`src/rtl/timing_generator_if.sv`:
```
// Two-phase clock, subcycle strobe and run/step control bundle of the 4004 timing generator.
interface timing_generator_if;
  logic       run;
  logic       step;
  logic       clk1;
  logic       clk2;
  logic       a12;
  logic       a22;
  logic       a32;
  logic       m12;
  logic       m22;
  logic       x12;
  logic       x22;
  logic       x32;
  logic       sync;
  logic [2:0] subcycle;
  logic       cycle_end;
  logic       halted;

  // The generator side drives the clocks and strobes and receives debug control.
  modport master (
    input  run, step,
    output clk1, clk2, a12, a22, a32, m12, m22, x12, x22, x32,
    output sync, subcycle, cycle_end, halted
  );

  // Consumers of the timing plus the debug controller driving run/step.
  modport slave (
    output run, step,
    input  clk1, clk2, a12, a22, a32, m12, m22, x12, x22, x32,
    input  sync, subcycle, cycle_end, halted
  );
endinterface

```
`src/rtl/timing_generator.sv`:
```
// 4004 master sequencer: two-phase clock generation, eight-subcycle instruction
// cycle stepping and run/halt/single-step control at instruction boundaries.
module timing_generator #(
  parameter int unsigned PHASE_LEN = 17
) (
  input  logic                sysclk,
  input  logic                poc,
  timing_generator_if.master  tg
);

  localparam int unsigned CNT_W = (PHASE_LEN > 1) ? $clog2(PHASE_LEN) : 1;
  localparam logic [CNT_W-1:0] CNT_LAST = CNT_W'(PHASE_LEN - 1);
  localparam logic [2:0] SUB_X3 = 3'd7;

  localparam logic [2:0] S_HALT = 3'd0;
  localparam logic [2:0] S_C1   = 3'd1;
  localparam logic [2:0] S_G1   = 3'd2;
  localparam logic [2:0] S_C2   = 3'd3;
  localparam logic [2:0] S_G2   = 3'd4;

  logic [2:0]       state_q, state_d;
  logic [CNT_W-1:0] cnt_q, cnt_d;
  logic [2:0]       sub_q, sub_d;
  logic [7:0]       strobe_q, strobe_d;
  logic             clk1_q, clk1_d;
  logic             clk2_q, clk2_d;
  logic             sync_q, sync_d;
  logic             cycle_end_q, cycle_end_d;
  logic             halted_q, halted_d;

  // Next state plus next values of every registered output.
  always_comb begin
    state_d = state_q;
    cnt_d   = cnt_q;
    sub_d   = sub_q;

    case (state_q)
      S_HALT: begin
        if (tg.run || tg.step) begin
          state_d = S_C1;
          sub_d   = 3'd0;
          cnt_d   = '0;
        end
      end
      S_C1, S_G1, S_C2, S_G2: begin
        if (cnt_q != CNT_LAST) begin
          cnt_d = cnt_q + CNT_W'(1);
        end else begin
          cnt_d = '0;
          case (state_q)
            S_C1:    state_d = S_G1;
            S_G1:    state_d = S_C2;
            S_C2:    state_d = S_G2;
            default: begin
              // End of G2: advance the subcycle or decide at the instruction boundary.
              if (sub_q != SUB_X3) begin
                sub_d   = sub_q + 3'd1;
                state_d = S_C1;
              end else if (tg.run) begin
                sub_d   = 3'd0;
                state_d = S_C1;
              end else begin
                state_d = S_HALT;
              end
            end
          endcase
        end
      end
      default: begin
        state_d = S_HALT;
        cnt_d   = '0;
      end
    endcase

    clk1_d      = (state_d == S_C1);
    clk2_d      = (state_d == S_C2);
    halted_d    = (state_d == S_HALT);
    sync_d      = (state_d != S_HALT) && (sub_d == SUB_X3);
    cycle_end_d = (state_d == S_G2) && (sub_d == SUB_X3) && (cnt_d == CNT_LAST);

    // A strobe moves only on entry to C2, so it spans C2/G2 of n and C1/G1 of n+1.
    strobe_d = strobe_q;
    if ((state_d == S_C2) && (state_q != S_C2)) begin
      strobe_d = 8'd1 << sub_d;
    end
  end

  always_ff @(posedge sysclk or posedge poc) begin
    if (poc) begin
      state_q     <= S_HALT;
      cnt_q       <= '0;
      sub_q       <= 3'd0;
      strobe_q    <= 8'd0;
      clk1_q      <= 1'b0;
      clk2_q      <= 1'b0;
      sync_q      <= 1'b0;
      cycle_end_q <= 1'b0;
      halted_q    <= 1'b1;
    end else begin
      state_q     <= state_d;
      cnt_q       <= cnt_d;
      sub_q       <= sub_d;
      strobe_q    <= strobe_d;
      clk1_q      <= clk1_d;
      clk2_q      <= clk2_d;
      sync_q      <= sync_d;
      cycle_end_q <= cycle_end_d;
      halted_q    <= halted_d;
    end
  end

  assign tg.clk1      = clk1_q;
  assign tg.clk2      = clk2_q;
  assign tg.a12       = strobe_q[0];
  assign tg.a22       = strobe_q[1];
  assign tg.a32       = strobe_q[2];
  assign tg.m12       = strobe_q[3];
  assign tg.m22       = strobe_q[4];
  assign tg.x12       = strobe_q[5];
  assign tg.x22       = strobe_q[6];
  assign tg.x32       = strobe_q[7];
  assign tg.sync      = sync_q;
  assign tg.subcycle  = sub_q;
  assign tg.cycle_end = cycle_end_q;
  assign tg.halted    = halted_q;

endmodule

```
`src/flat_wrapper.sv`:
```
// flat-port wrapper written by rule: the top's interface ports become plain ports
module timing_generator_flat 
#(
  parameter int unsigned PHASE_LEN = 17
)
  (sysclk, poc, tg_run, tg_step, tg_clk1, tg_clk2, tg_a12, tg_a22, tg_a32, tg_m12, tg_m22, tg_x12, tg_x22, tg_x32, tg_sync, tg_subcycle, tg_cycle_end, tg_halted);
  timing_generator_if tg_i ();
  input  logic sysclk;
  input  logic poc;
  input wire logic [$bits(tg_i.run)-1:0] tg_run;
  input wire logic [$bits(tg_i.step)-1:0] tg_step;
  output wire logic [$bits(tg_i.clk1)-1:0] tg_clk1;
  output wire logic [$bits(tg_i.clk2)-1:0] tg_clk2;
  output wire logic [$bits(tg_i.a12)-1:0] tg_a12;
  output wire logic [$bits(tg_i.a22)-1:0] tg_a22;
  output wire logic [$bits(tg_i.a32)-1:0] tg_a32;
  output wire logic [$bits(tg_i.m12)-1:0] tg_m12;
  output wire logic [$bits(tg_i.m22)-1:0] tg_m22;
  output wire logic [$bits(tg_i.x12)-1:0] tg_x12;
  output wire logic [$bits(tg_i.x22)-1:0] tg_x22;
  output wire logic [$bits(tg_i.x32)-1:0] tg_x32;
  output wire logic [$bits(tg_i.sync)-1:0] tg_sync;
  output wire logic [$bits(tg_i.subcycle)-1:0] tg_subcycle;
  output wire logic [$bits(tg_i.cycle_end)-1:0] tg_cycle_end;
  output wire logic [$bits(tg_i.halted)-1:0] tg_halted;
  assign tg_i.run = tg_run;
  assign tg_i.step = tg_step;
  assign tg_clk1 = tg_i.clk1;
  assign tg_clk2 = tg_i.clk2;
  assign tg_a12 = tg_i.a12;
  assign tg_a22 = tg_i.a22;
  assign tg_a32 = tg_i.a32;
  assign tg_m12 = tg_i.m12;
  assign tg_m22 = tg_i.m22;
  assign tg_x12 = tg_i.x12;
  assign tg_x22 = tg_i.x22;
  assign tg_x32 = tg_i.x32;
  assign tg_sync = tg_i.sync;
  assign tg_subcycle = tg_i.subcycle;
  assign tg_cycle_end = tg_i.cycle_end;
  assign tg_halted = tg_i.halted;
  timing_generator #(.PHASE_LEN(PHASE_LEN)) u_core (.sysclk(sysclk), .poc(poc), .tg(tg_i));
endmodule
```
`config.mk`:
```
export PLATFORM = sky130hd
export DESIGN_NAME = timing_generator_flat
export DESIGN_NICKNAME = d
export VERILOG_FILES = /design/src/rtl/timing_generator_if.sv /design/src/rtl/timing_generator.sv /design/src/flat_wrapper.sv
export SDC_FILE = /design/constraint.sdc
export NUM_CORES = 1
export LEC_CHECK = 0
export BUFFER_PORTS_ARGS = -buffer_cell sky130_fd_sc_hd__buf_2
export CAP_MARGIN = 20
export CORE_MARGIN = 2
export CORE_UTILIZATION = 25
export CTS_CLUSTER_SIZE = 8
export DETAILED_ROUTE_END_ITERATION = 8
export GPL_TIMING_DRIVEN = 0
export PLACE_DENSITY = 0.52
export SLEW_MARGIN = 20
export SYNTH_ARGS = -nofsm -noshare
export SYNTH_HDL_FRONTEND = slang
export SYNTH_SLANG_ARGS = --single-unit
```
`constraint.sdc`:
```
create_clock -name sysclk -period 2.5 [get_ports sysclk]
set_clock_uncertainty 0.2 [all_clocks]
set_input_delay 0 -clock sysclk [delete_from_list [all_inputs] [get_ports sysclk]]
set_output_delay 0 -clock sysclk [all_outputs]
set_load 0.01 [all_outputs]
```
==> flow_metrics.py, run 1 <==
metrics = {
    "logic_synthesis": {
        "ys_warn_count": 0,
        "synth_top_area_share_pct": 48.0,
        "syn-num-nets": 131,
        "yosys-top-cells-count": "dfrtp_1, o21ai_0, nand2_1",
        "synthCells": 122,
        "yosys.cell_count.top_type": "dfrtp_1",
        "synth-edff-count": 0,
        "synth_cell_type_count": 38,
        "netlist_area_um2": 1200,
        "synth_ff_type": "dfrtp_1",
        "async_flop_share_pct": 100,
        "ys_ff_latch": 24,
        "synth_area_leaders": "dfrtp_1, o21ai_0, ha_1",
        "postSynthAreaPerCell_um2": 9.84,
        "synth_top_cell_by_area": "dfrtp_1",
        "ys_seq_area_share_pct": 50.2,
    },
    "power": {
        "p_per_area_nw_per_um2": 460,
        "clockPowerShare_pct": 40.2,
        "internal_power_uw": 534,
        "swShare_pct": 20.9,
        "seqPwrFrac_pct": 57.5,
        "p_sw_uw": 141,
        "p_leak_uw": 0.000675,
        "ir_drop_mv": 0.183,
        "combPwrFrac_pct": 2.3,
    },
    "sta": {
        "fmax_mhz": 436,
        "max_slew_margin_pct": 38.4,
        "fin_ws_ns": 0.208,
        "finalMaxSlewViolations": 0,
        "finalSetupTns_ns": 0,
        "setup_viol": 0,
        "period_share_pct": 91.7,
        "rsz0062_at_grt": "no",
        "period_needed_ns": 2.29,
        "hold_violations": 0,
        "tightest_slew_ns": 0.923,
    },
    "floorplanning": {
        "core_area_um2": 4660,
        "die_x_um": 73.3,
        "fp.dieArea_um2": 5370,
        "start_util_pct": 25.7,
        "die-height_um": 73.3,
        "num_rows": 25,
        "io_pins": 20,
    },
    "critical_path": {
        "arrival_ns": 2.29,
        "cp-end-kind": "flop",
        "crit_fanout": 8,
        "r2r-end": "u_core.strobe_q[1]$_DFFE_PP0P_",
        "cp.required_ns": 2.50,
        "r2r_cells": 8,
        "crit_type": "reg2reg",
        "start_kind": "flop",
        "cp_top_family": "compound AO/OA/AOI/OAI gates",
        "critical-path-slowest-cell": "dfrtp_1",
        "r2r-start": "u_core.cnt_q[0]$_DFF_PP0_",
        "slowest_delay_ns": 0.44,
        "path_cells": "inv_1, ha_1, nand4bb_1, clkbuf_2, a211o_1, a32o_2, or2_1, o21ai_1",
        "critPathBufInv": 2,
        "r2r_slack_ns": 0.21,
    },
    "global_routing": {
        "gr-total-overflow": 0,
        "grt.total_usage_pct": 10.7,
        "grt_pass1_wl_um": 4420,
        "antenna_found_initial": 0,
        "grt_max_degree": 25,
        "grt_pass1_vias": 972,
    },
    "clock_network": {
        "htree_levels": 1,
        "cts_sinks": 24,
        "ctsRootBufferMaster": "clkbuf_8",
        "post_cts.repair.setup_buffers": 0,
        "cts-buffers-inserted": 3,
        "cts.path.max_buffers": 2,
        "tritoncts": "yes",
        "clock_latency_ns": 0.28,
        "clkSlewWorstSetupHoldPaths_ns": 0.09,
    },
    "final_layout": {
        "nFillCells": 488,
        "antenna_cells": 0,
        "drive_above_1_share_pct": 24.8,
        "final_nets": 159,
        "syn2layout_area_growth_pct": 22.2,
    },
    "detailed_routing": {
        "avgViaCountPerCell": 4.83,
        "wirelength_um": 2600,
        "wire_per_inst_um": 12.8,
        "first_pass_iters": 4,
        "drcViolationCount": 0,
        "drt-initial-drc-count": 19,
        "vias": 980,
        "drtAntennaViolNets": 0,
    },
    "hold_path": {
        "hold_class": "in2async",
    },
    "placed_design": {
        "hpwl_um": 1920,
        "gp_congestion": 0.786,
        "portBuffers": 19,
        "pre_cts_ws_ns": 0.153,
    },
    "outcome": {
        "status": "complete, no violations",
    },
    "run": {
        "cap_violations": 0,
    },
}
-- logic make-up after synthesis --
logic type,after synthesis,share of synthesized area [%]
and+or+nand+nor,51,24.1
AOI/OAI and AO/OA,30,15.1
DFF,24,50.2
buffers and inverters,9,3.23
adders and majority gates,5,5.21
xor gates and xnor gates,3,2.19
-- registers in the layout (all words and copies together) (netlist names) --
register,count
u_core.tg.clk2,1
u_core.tg.cycle_end,1
u_core.tg.clk1,1
u_core.cnt_q,5
u_core.tg.halted,1
u_core.tg.sync,1
u_core.state_q,3
u_core.tg.subcycle,3
u_core.strobe_q,8
-- routing by layer --
metal	up-vias	track usage [%]	routed length (µm)
met2	24	16.2	1180
met4	0	6.79	76
li1	489	-	-
met1	460	14.0	1260
met5	-	0	0
met3	7	1.92	78
-- stage by stage --
| step | power, µW | cell area (µm²) | hold WS, ns | util (%) | cells |
|---|---|---|---|---|---|
| after detailed placement | 408 | 1360 | 0.0513 | 29.2 | 195 |
| after global routing | 697 | 1470 | 0.344 | 31.5 | 203 |
| after CTS | 685 | 1460 | 0.296 | 31.3 | 203 |
| after floorplan | 402 | 1200 | -0.186 | - | 122 |
| after global placement | 408 | 1360 | 0.0207 | 29.2 | 195 |
| final | 675 | 1470 | 0.271 | 31.5 | 203 |
-- cell type report --
type	instances	area [µm²]	share of cell area, %
plain buffers	4	22.5	1.54
inverters	5	18.8	1.28
repair buffers	23	135	9.22
clock buffers	4	55.1	3.75
multi-input cells	89	566	38.6
flip-flops and latches	24	602	41.0
well taps	54	67.6	4.61
-- worst max path at each step --
stage,start,to,slack [ns],cells past startpoint
detailed placement,u_core.cnt_q[0]$_DFF_PP0_,u_core.tg.cycle_end$_DFF_PP0_,0.15,8
CTS,u_core.cnt_q[0]$_DFF_PP0_,u_core.tg.cycle_end$_DFF_PP0_,0.14,8
global placement,u_core.cnt_q[0]$_DFF_PP0_,u_core.tg.cycle_end$_DFF_PP0_,0.20,8
finish,u_core.cnt_q[0]$_DFF_PP0_,u_core.strobe_q[1]$_DFFE_PP0P_,0.21,8
floorplan,u_core.cnt_q[0]$_DFF_PP0_,u_core.strobe_q[0]$_DFFE_PP0P_,0.41,8
global route,u_core.cnt_q[0]$_DFF_PP0_,u_core.strobe_q[3]$_DFFE_PP0P_,0.003,8
-- repair_timing --
action	in CTS	in global routing
hold endpoints to repair	28	0
hold buffers	4	0
resized for setup	0	6
endpoints found under the setup margin	0	6
-- cells in the final DEF (no fill, tap or decap), drive strengths merged --
cell type     n
a211o         1
a21oi         2
a22o          1
a311oi        1
a31o          1
a31oi         1
a32o          2
and3          1
and4          1
and4bb        1
buf          21
clkbuf        6
dfrtp        23
dfstp         1
dlygate4sd3   4
ha            5
inv           5
nand2        16
nand2b        6
nand3         4
nand3b        1
nand4         1
nand4bb       1
nor2          7
nor3          5
nor4          1
nor4b         1
o21ai        19
o21bai        1
o22ai         1
or2           2
or3           2
or3b          1
xor2          3
-- worst reg2reg max path: cells and delay by family (launching register included) --
kind / cells / cell delay (ns)
AO/OA/AOI/OAI: 3 / 0.75
flip-flops: 1 / 0.44
AND/OR/NAND/NOR: 2 / 0.35
buffers and inverters: 2 / 0.30
adder cells (fa/ha/maj): 1 / 0.17
-- power by group through the flow --
stage | clock network [µW] | logic [µW] | registers (µW)
after detailed placement | 0 | 12.7 | 396
final | 271 | 15.8 | 388
after global routing | 291 | 18.0 | 388
after CTS | 281 | 16.3 | 388
after floorplan | 0 | 6.53 | 396
after global placement | 0 | 12.0 | 396
Power figures use the tool's default switching activity.
==> inputs of run 2 (changes only) <==
Settings changed: GPL_TIMING_DRIVEN 0 to default.
==> run 2 against run 1 <==
Sequential share of layout area is 0.14 points higher. Final cell count is 1.5% lower. Power is 11% higher. Non-clock buffer count is 3 lower. Sequential power hardly changed.
==> flow_metrics.py, run 2 (synthesis gave the netlist of run 1 again) <==
metrics = {
    "critical_path": {
        "cp.required_ns": 2.49,
        "critPathBufInv": 1,
        "start_kind": "flop",
        "cp_top_family": "simple AND/OR/NAND/NOR gates",
        "cp-end-kind": "flop",
        "critical-path-slowest-cell": "or3_1",
        "arrival_ns": 2.29,
        "path_cells": "inv_1, ha_1, nand4bb_1, or3_1, or2_1, o21ai_0",
        "crit_type": "reg2reg",
        "slowest_delay_ns": 0.56,
        "crit_fanout": 11,
    },
    "global_routing": {
        "grt_pass1_vias": 962,
        "grt_max_degree": 25,
        "gr-total-overflow": 0,
        "grt_pass1_wl_um": 4530,
        "grt.total_usage_pct": 10.9,
        "antenna_found_initial": 0,
    },
    "placed_design": {
        "portBuffers": 19,
        "placed_area_um2": 1350,
        "place_inst": 192,
        "gp_congestion": 0.785,
        "hpwl_um": 1930,
    },
    "clock_network": {
        "tritoncts": "yes",
        "cts_sinks": 24,
        "clkSlewWorstSetupHoldPaths_ns": 0.09,
        "clock_latency_ns": 0.27,
        "cts-buffers-inserted": 3,
        "ctsResizeCount": 0,
        "htree_levels": 1,
        "ctsRootBufferMaster": "clkbuf_8",
        "cts.path.max_buffers": 2,
        "postCtsHoldBufs": 4,
        "post_cts.repair.setup_buffers": 0,
    },
    "detailed_routing": {
        "drt-initial-drc-count": 56,
        "wirelength_um": 2600,
        "first_pass_iters": 4,
        "drtAntennaViolNets": 0,
        "avgViaCountPerCell": 4.94,
        "drcViolationCount": 0,
        "vias": 987,
        "wire_per_inst_um": 13.0,
    },
    "floorplanning": {
        "core_area_um2": 4660,
        "die-height_um": 73.3,
        "die_x_um": 73.3,
        "num_rows": 25,
        "start_util_pct": 25.7,
        "fp.dieArea_um2": 5370,
        "io_pins": 20,
    },
    "sta": {
        "hold_violations": 0,
        "finalSetupTns_ns": 0,
        "max_slew_margin_pct": 38.0,
        "rsz0062_at_grt": "no",
        "hold_slack_ns": 0.269,
        "period_needed_ns": 2.30,
        "tightest_slew_ns": 0.929,
        "period_share_pct": 92.0,
        "fmax_mhz": 435,
        "finalMaxSlewViolations": 0,
        "setup_viol": 0,
    },
    "final_layout": {
        "largest_reg_flops": 8,
        "final_cell_mix": "dfrtp_1, buf_2, o21ai_0, nand2_1, nor2_1",
        "final_util_pct": 31.4,
        "reg_top3": "u_core.strobe_q x8, u_core.cnt_q x5",
        "seq_area_um2": 602,
        "multi_input_area_um2": 559,
        "syn2layout_area_growth_pct": 21.8,
        "final_nets": 156,
        "post-route-cell-area_um2": 1460,
        "final_common_cell": "dfrtp_1",
        "drive_above_1_share_pct": 21.9,
        "stdcell_count": 200,
        "top_register": "u_core.strobe_q",
        "antenna_cells": 0,
        "nFillCells": 481,
    },
    "hold_path": {
        "hold_class": "in2async",
    },
    "power": {
        "p_per_area_nw_per_um2": 512,
        "ir_drop_mv": 0.191,
        "p_leak_uw": 0.000665,
    },
    "run": {
        "cap_violations": 0,
    },
    "outcome": {
        "status": "complete, no violations",
    },
}
-- run 2: cell count changes in the layout (fill, tap and decap cells not counted), sizes merged --
cell,delta
buf,-1
clkbuf,-3
bufinv,+1
-- run 2: worst min-delay path: stages --
cell	delay [ns]
dlygate4sd3_1	0.53
buf_2	0.11
inv_1	0.67
-- run 2: stage by stage --
stage / total power [µW] / worst slack (ns)
2_1_floorplan: 402 / 0.405
3_3_place_gp: 407 / 0.279
3_5_place_dp: 408 / 0.209
4_1_cts: 756 / 0.190
5_1_grt: 775 / 0.0184
6_report: 748 / 0.201
-- run 2: layout make-up --
cell class	instances	area share, %
timing repair buffer	24	9.76
sequential	24	41.2
inverter	5	1.28
clock buffer	3	2.83
tap	54	4.62
clock inverter	1	2.05
multi-input combinational	89	38.3
-- run 2: path summary, 6_finish.rpt --
check	startpoint	to	slack, ns	depth (start not counted)
worst min-delay path	poc	u_core.strobe_q[3]$_DFFE_PP0P_	0.27	3
worst max register to register	u_core.cnt_q[0]$_DFF_PP0_	u_core.strobe_q[6]$_DFFE_PP0P_	0.20	6
min in group sysclk	u_core.strobe_q[4]$_DFFE_PP0P_	u_core.strobe_q[4]$_DFFE_PP0P_	0.29	2
max in group asynchronous	poc	u_core.state_q[2]$_DFF_PP0_	1.27	3
worst min register to register	u_core.strobe_q[4]$_DFFE_PP0P_	u_core.strobe_q[4]$_DFFE_PP0P_	0.29	2
worst max-delay path	u_core.cnt_q[0]$_DFF_PP0_	u_core.strobe_q[6]$_DFFE_PP0P_	0.20	6
-- run 2: power breakdown --
group	total, µW	internal, µW	switching [µW]
registers	388	388	0
logic	15.3	5.19	10.1
clock network	344	214	130
-- run 2: layer usage --
metal	vias to the layer above	track usage, %	share of wire, %
met5	-	0	0
met4	0	4.32	1.6
met3	5	1.37	4.5
met2	29	16.9	46
met1	476	15.3	48
li1	477	-	-
